===== config.mk =====
export PLATFORM = sky130hd
export DESIGN_NAME = findmax_ctrl
export DESIGN_NICKNAME = d
export VERILOG_FILES = /design/src/rtl/findmax_ctrl.sv
export SDC_FILE = /design/constraint.sdc
export NUM_CORES = 1
export LEC_CHECK = 0
export BUFFER_PORTS_ARGS = -buffer_cell sky130_fd_sc_hd__buf_2
export CAP_MARGIN = 10
export CORE_AREA = 3 3 40 42
export CTS_BUF_LIST = sky130_fd_sc_hd__clkbuf_8
export DETAILED_ROUTE_END_ITERATION = 7
export DIE_AREA = 0 0 43 45
export GPL_TIMING_DRIVEN = 1
export SLEW_MARGIN = 30
export SYNTH_ARGS = -nofsm -noshare
export SYNTH_HDL_FRONTEND = slang
export SYNTH_SLANG_ARGS = --single-unit

===== constraint.sdc =====
create_clock -name clk -period 2.24 [get_ports clk]
set_clock_uncertainty 0.2 [all_clocks]
set_input_delay 0.448 -clock clk [delete_from_list [all_inputs] [get_ports clk]]
set_output_delay 0.448 -clock clk [all_outputs]
set_load 0.02 [all_outputs]

===== src/rtl/findmax_ctrl.sv =====
// findmax_ctrl: sequencing controller for the findMax datapath.
//
// Accepts a run of N unsigned samples over a valid/ready stream. It drives
// the load enable of the external max register (Q) from the external
// comparator result (gt = D > Q, strict, unsigned). It pulses done for one
// cycle once Q holds the maximum of the run.
//
// Ports:
//   clk       clock
//   rst       asynchronous, active-high reset
//   start     begin a run (sampled only in IDLE)
//   abort     synchronous abandon of the current run (FIRST/RUN only)
//   in_valid  source presents a sample on the datapath D bus
//   in_ready  controller accepts a sample this cycle
//   gt        datapath comparator: D > Q
//   ld_en     max register load enable (Q <= D at this edge)
//   busy      run in progress
//   done      one-cycle pulse, Q holds the run maximum
//   max_idx   index of the first occurrence of the maximum
//             (present only when FINDMAX_IDX_EN is defined)
//
// Build option: define FINDMAX_IDX_EN to add the index register and max_idx.

module findmax_ctrl #(
  parameter int N    = 16,
  parameter int IDXW = (N > 1) ? $clog2(N) : 1
) (
  input  logic            clk,
  input  logic            rst,
  input  logic            start,
  input  logic            abort,
  input  logic            in_valid,
  output logic            in_ready,
  input  logic            gt,
  output logic            ld_en,
  output logic            busy,
  output logic            done
`ifdef FINDMAX_IDX_EN
  ,
  output logic [IDXW-1:0] max_idx
`endif
);

  localparam int CNTW = $clog2(N + 1);
  localparam logic [CNTW-1:0] LAST = CNTW'(N - 1);

  typedef enum logic [1:0] {
    IDLE,
    FIRST,
    RUN,
    DONE
  } state_t;

  state_t          state;
  state_t          state_nx;
  logic [CNTW-1:0] cnt;
  logic            accept;

  // An abort cycle consumes nothing: no load, no count, no index update.
  assign accept = in_valid && in_ready && !abort;

  always_ff @(posedge clk or posedge rst) begin
    if (rst) begin
      state <= IDLE;
    end else begin
      state <= state_nx;
    end
  end

  always_comb begin
    state_nx = state;
    unique case (state)
      IDLE: begin
        if (start) state_nx = FIRST;
      end
      FIRST: begin
        if (abort) begin
          state_nx = IDLE;
        end else if (accept) begin
          state_nx = (N == 1) ? DONE : RUN;
        end
      end
      RUN: begin
        if (abort) begin
          state_nx = IDLE;
        end else if (accept && (cnt == LAST)) begin
          state_nx = DONE;
        end
      end
      DONE: begin
        state_nx = IDLE;
      end
      default: state_nx = IDLE;
    endcase
  end

  always_comb begin
    in_ready = 1'b0;
    busy     = 1'b0;
    done     = 1'b0;
    ld_en    = 1'b0;
    unique case (state)
      FIRST: begin
        in_ready = 1'b1;
        busy     = 1'b1;
        // First sample always loads so stale Q never needs clearing.
        ld_en    = in_valid && !abort;
      end
      RUN: begin
        in_ready = 1'b1;
        busy     = 1'b1;
        ld_en    = in_valid && !abort && gt;
      end
      DONE: begin
        done = 1'b1;
      end
      default: ;
    endcase
  end

  always_ff @(posedge clk or posedge rst) begin
    if (rst) begin
      cnt <= '0;
    end else if (accept) begin
      if (state == FIRST) begin
        cnt <= CNTW'(1);
      end else begin
        cnt <= cnt + CNTW'(1);
      end
    end
  end

`ifdef FINDMAX_IDX_EN
  // cnt equals the index of the sample being accepted in RUN.
  always_ff @(posedge clk or posedge rst) begin
    if (rst) begin
      max_idx <= '0;
    end else if (accept) begin
      if (state == FIRST) begin
        max_idx <= '0;
      end else if (gt) begin
        max_idx <= IDXW'(cnt);
      end
    end
  end
`endif

endmodule


==> reports/summary.txt, run 1 <==
WP data arrival: 1480 ps
Footprint of the multi-input gates: 289 µm²
Grt met3 use: 2.39%
Sum of net half-perimeters after detailed placement: 676 µm
Critical path's largest stage delay: 400 ps
CTS tree: done
Hold Worst Slack: 273 ps
Clk buf depth: 2
Xor-xnor portion of the synthesized cell area: 0%
Clock latency on the worst-skew pair: 230 ps
Residual DRC: 0
Post-synthesis average cell area: 9.43 µm²
Die X-Extent: 43 µm
Vias in the first global route: 352
Cells after Synth: 52
Max-slew violations: 0
CTS Buf Count: 3
Post-synthesis mux area share: 0%
Antenna Cells: 0
Nets: 77
Hold_sp: cnt[4]
Min Tclk post-route: 2120 ps
First-pass GRT wire length: 1410 µm
Clock transition at the registers of the reported paths: 40 ps
DRT Wirelength: 986 µm
Site row count: 13
Post-route ant nets: 0
Worst setup EP type: primary output
Cell area after synthesis: 490 µm²
Compound-gate portion of the synthesized area: 19.1%
CTS Sinks: 7
Vias per cell: 5.30
Hold Path Class: flop to flop
Synth Area in Simple Gates: 21.9%
Initial antenna violation count: 0
Synth Warn #: 0
Distinct cells, synth: 26
Worst Max-Slew Pin Slew: 323 ps
Worst path bufs/invs: 2
Die height: 45 µm
Top cell type's share of synthesized area: 35.7%
Vias post-DR: 419
Share of layout cells above drive strength 1: 23.4%
Fmax: 471 MHz
Met2 usage: 13.8%
CP Launch Type: flop
Final Cycle Share: 94.8%
Post-Place Worst Slack: 287 ps
Initial DRC count: 14
Slew headroom: 78.5%
Pwr dens: 1260 mW/mm²
Hold Path End: cnt[4]
CTS H-Tree Depth: 1
Terminus of the critical flop-to-flop path: state[1]
Slowest library cell on the worst path: dfrtp_1
Reg2Reg Depth: 6
Final worst slack: 117 ps
Tot Pwr: 773 µW
Syn Nets: 64
Worst Hold Depth: 2
Die Area: 0.00194 mm²
CP top delay family: flip-flops
Seq cells post-synth: 7
Root buffer cell: clkbuf_8
Core Area: 0.00128 mm²
Max-Cap Viols: 0
Fillers: 129
CP Data Required Time: 1590 ps
RD Place Congestion: 0.712
Synth area leaders: dfrtp_1 36%, ha_1 15%, o21ai_0 5.1%
Pin count of the biggest net entering global routing: 12
RSZ-0062 raised after global routing: no
Global route overflow: 0
Critical path type: flop to primary output
Layout area overhead: 25.0%
Outcome: complete, no violations
I/O Buffers: 9
Seq/Total Area, Yosys: 35.7%
Detailed Routing Iterations Pass 1: 6
Worst r2r src: cnt[0]
Cell taking the most area after synthesis: dfrtp_1
CP Cell Sequence: inv_1, ha_4, nand3b_4, nor2_1, buf_2
Initial Util: 38.2%
Setup Viol. Count Final: 0
Reg area: 175 µm²
Worst VDD drop: 0.487 mV
Hold violation total from the final report: 0
I/O pins: 10
Worst-path maximum fanout: 11
Adder-cell share of the synthesized area: 15.3%
Largest family of logic cells by synthesized area: simple AND/OR/NAND/NOR gates
Gr busiest metal: met2
TNS Setup: 0 ps
DR WL/cell: 12.5 µm
Leakage power: 0.000308 µW
M1 GR Usage: 13.0%
R2r setup slk: 320 ps
Gr usage total: 10.6%
-- what timing repair did --
item,in CTS,in global routing
hold endpoints to repair,7,0
hold buffers,1,0
endpoints found under the setup margin,0,1
gates resized for setup,0,2
buffers inserted,0,1
-- per-stage QoR --
step / util, % / instance area [µm²] / std cells
after detailed placement: 41.9 / 538 / 73
after floorplan: - / 490 / 52
after global placement: 41.9 / 538 / 73
final: 47.7 / 613 / 79
after global routing: 47.7 / 613 / 79
after CTS: 46.2 / 593 / 78
-- tightest hold or removal path, stage by stage, from the launching register on --
cell and delay, ps:
dfrtp_1 330, nand2_1 50, o31ai_1 60
-- layout by cell type (no fill, tap or decap), types with 2 or more instances in the layout --
cell / synthesis / routed
ha_1: 6 / 5
nand2_1: 4 / 4
nor2b_1: 2 / 2
o21ai_0: 5 / 5
dfrtp_1: 7 / 7
a22oi_1: 2 / 2
inv_1: 6 / 7
nor2_1: 2 / 2
clkbuf_8: 0 / 3
buf_2: 1 / 9
-- state kept, by name (all words and copies together) (netlist names) --
signal	count
cnt	5
state	2
-- logic make-up after synthesis --
logic type / after synthesis
AOI/OAI and AO/OA: 14
adders and majority gates: 6
buffers and inverters: 9
DFF: 7
and+or+nand+nor: 16
-- metal layers --
layer  vias to the layer above  wire length, µm
met3                         6               69
met2                        16              414
met4                         0               40
li1                        209                -
met5                         -                0
met1                       188              461
-- final cells by class --
class	instances	area share (%)
flip-flops and latches	7	28.6
well taps	15	3.06
inverters	6	3.67
repair buffers	11	10.2
clock inverters	1	0.612
clock buffers	3	6.73
multi-input cells	36	47.1
-- report_power, final --
group	switching (µW)	internal [µW]	total (µW)	leakage, µW
clock network	55.1	118	174	0.0000269
registers	42.5	173	215	0.0000875
logic	217	167	384	0.000194
total	315	459	773	0.000308
-- synthesized netlist by cell type --
library cell  n
ha_1          6
o21bai_1      1
buf_4         1
dfrtp_1       7
a22oi_1       2
nand2b_1      1
o2bb2ai_1     1
o21ai_0       5
o31ai_1       1
inv_1         6
o41ai_1       1
or4b_1        1
or3b_1        1
nor3b_1       1
nand3_1       1
nor2b_1       2
clkbuf_1      1
nand3b_4      1
and3_1        1
buf_2         1
a211oi_1      1
nand2_1       4
a311oi_1      1
and3b_1       1
nor2_1        2
a21oi_1       1
-- worst max path at each step --
stage,slack (ps),from,cells past startpoint,end
after global placement,300,state[1],5,ld_en
final,120,state[1],5,ld_en
after global routing,30,state[1],5,ld_en
after floorplan,120,state[0],5,ld_en
after detailed placement,290,state[1],5,ld_en
after CTS,30,state[1],5,ld_en
Note: power is estimated with default switching activity, not from simulation.
==> inputs of run 2 (changes only) <==
--- a/config.mk
+++ b/config.mk
@@ -12,6 +12,7 @@
 export DETAILED_ROUTE_END_ITERATION = 7
 export DIE_AREA = 0 0 43 45
 export GPL_TIMING_DRIVEN = 1
+export MAX_ROUTING_LAYER = met4
 export SLEW_MARGIN = 30
 export SYNTH_ARGS = -nofsm -noshare
 export SYNTH_HDL_FRONTEND = slang
==> run 2 against run 1 <==
Die area stayed put. Maximum frequency hardly changed. Sequential share of layout area stayed put. Cell area stayed put. Largest power group unchanged. First-iteration DRC count stayed put.
==> reports/summary.txt, run 2 (synthesis results as in run 1) <==
Share of layout cells above drive strength 1: 23.4% (unchanged)
Initial Util: 38.2% (unchanged)
Final Cycle Share: 94.8% (about the same)
M1 WL: 468 µm (+1.5%)
Pwr dens: 1260 mW/mm² (-0.16%)
Fmax: 471 MHz (about the same)
Post-Place Worst Slack: 287 ps (unchanged)
Root buffer cell: clkbuf_8
Largest register FFs: 5 (unchanged)
Worst setup EP type: primary output
Clock transition at the registers of the reported paths: 40 ps (about the same)
Max-Cap Viols: 0 (unchanged)
WL met2: 409 µm (-1.2%)
Pin count of the biggest net entering global routing: 12 (unchanged)
TNS Setup: 0 ps (unchanged)
Placed Instances: 73 (unchanged)
First-pass GRT wire length: 1410 µm (unchanged)
Top layer in use: met4
Site row count: 13 (unchanged)
CP Launch Type: flop
Routed wl met3: 53 µm (-23%)
CTS tree: done
Vias in the first global route: 352 (unchanged)
Die Area: 0.00194 mm² (unchanged)
Sum of net half-perimeters after detailed placement: 676 µm (unchanged)
R2r setup slk: 320 ps (about the same)
Hold violation total from the final report: 0 (unchanged)
CP Launch Point: state[1]
Critical path type: flop to primary output
Die X-Extent: 43 µm (unchanged)
Critical Path Stages: 5 (unchanged)
Finished Layout Cells: 79 (unchanged)
Worst-path maximum fanout: 11 (unchanged)
Initial antenna violation count: 0 (unchanged)
CP top delay family: flip-flops
Hold Path Class: flop to flop
Worst path bufs/invs: 2 (unchanged)
Nets: 77 (unchanged)
DRT Wirelength: 972 µm (-1.4%)
CTS Buf Count: 3 (unchanged)
RSZ-0062 raised after global routing: no
Min Tclk post-route: 2120 ps (+0.548 ps)
CP Data Required Time: 1590 ps (about the same)
Layout area overhead: 25.0% (unchanged)
Worst VDD drop: 0.484 mV (-0.59%)
Most frequent cells in the layout: 9 x buf_2, 7 x inv_1, 7 x dfrtp_1, 5 x o21ai_0, 5 x ha_1
Leakage power: 0.000308 µW (unchanged)
Vias per cell: 5.25 (-0.95%)
Setup Viol. Count Final: 0 (unchanged)
Post-route ant nets: 0 (unchanged)
Terminus of the critical flop-to-flop path: state[1]
Slew headroom: 79.0% (+0.53 points)
Commonest non-fill, non-tap cell in the layout: buf_2
Vias post-DR: 415 (-0.95%)
Worst Max-Slew Pin Slew: 315 ps (-7.95 ps)
DR WL/cell: 12.3 µm (-1.4%)
I/O Buffers: 9 (unchanged)
Worst Setup EP: ld_en
Core Area: 0.00128 mm² (unchanged)
Initial DRC count: 14 (unchanged)
CTS Sinks: 7 (unchanged)
Top flop regs: cnt x5, state x2
Global route overflow: 0 (unchanged)
Outcome: complete, no violations
Gr usage total: 10.9% (+0.32 points)
Max-slew violations: 0 (unchanged)
Critical path's largest stage delay: 400 ps (about the same)
Detailed Routing Iterations Pass 1: 4 (-2)
Die height: 45 µm (unchanged)
Residual DRC: 0 (unchanged)
Tot Pwr: 772 µW (-0.16%)
RD Place Congestion: 0.720 (+1.2%)
Slowest library cell on the worst path: dfrtp_1
Antenna Cells: 0 (unchanged)
Reg2Reg Depth: 6 (unchanged)
Clock latency on the worst-skew pair: 230 ps (about the same)
CP Cell Sequence: inv_1, ha_4, nand3b_4, nor2_1, buf_2
Largest register by flop count: cnt
Worst r2r src: cnt[0]
Clk buf depth: 2 (unchanged)
WP data arrival: 1480 ps (about the same)
Final worst slack: 116 ps (-0.548 ps)
CTS H-Tree Depth: 1 (unchanged)
I/O pins: 10 (unchanged)
-- run 2: cell counts in the layout (fill, tap and decap cells not counted) --
Identical to the previous run, type by type.
-- run 2: report_power, final --
part	total, µW	leakage, µW	switching [µW]	internal, µW
registers	215	0.0000875	42.0	173
clock network	173	0.0000269	54.9	118
logic	384	0.000194	217	167
total	772	0.000308	313	458
-- run 2: per-stage QoR --
step           utilization, %  cell area [µm²]  hold slack, ps
2_1_floorplan               -              490            51.4
3_3_place_gp             41.9              538             199
3_5_place_dp             41.9              538             198
4_1_cts                  46.2              593             276
5_1_grt                  47.7              613             309
6_report                 47.7              613             273
-- run 2: area by class of cell --
cell class | count | area (µm²)
flip-flops and latches | 7 | 175
multi-input cells | 36 | 289
inverters | 6 | 22.5
clock buffers | 3 | 41.3
repair buffers | 11 | 62.6
well taps | 15 | 18.8
clock inverters | 1 | 3.75
fillers | 129 | 672
-- run 2: per-layer routing --
layer  vias to the layer above  global-route usage, %
li1                        209                      -
met2                        14                   13.8
met4                         0                   12.7
met3                         5                   2.39
met1                       187                   13.0
met5                         -                      -
-- run 2: timing repair --
item                                    CTS  global route
hold buffers                              1             0
hold endpoints to repair                  7             0
setup buffers                             0             1
endpoints found under the setup margin    0             1
resized for setup                         0             2
-- run 2: how the worst min path moves through the flow --
stage	startpoint	end	slack, ps	cells after the start
after floorplan	rst	cnt[0]	50	1
after global placement	rst	cnt[4]	200	2
after detailed placement	rst	cnt[4]	200	2
after CTS	cnt[4]	cnt[4]	280	2
after global routing	cnt[4]	cnt[4]	310	2
final	cnt[4]	cnt[4]	270	2
-- run 2: worst register-to-register path, stage by stage, from the launching register on --
cell	delay, ps
dfrtp_1	400
ha_1	220
and3_1	190
ha_1	170
or3b_1	360
a22oi_1	160
o2bb2ai_1	80
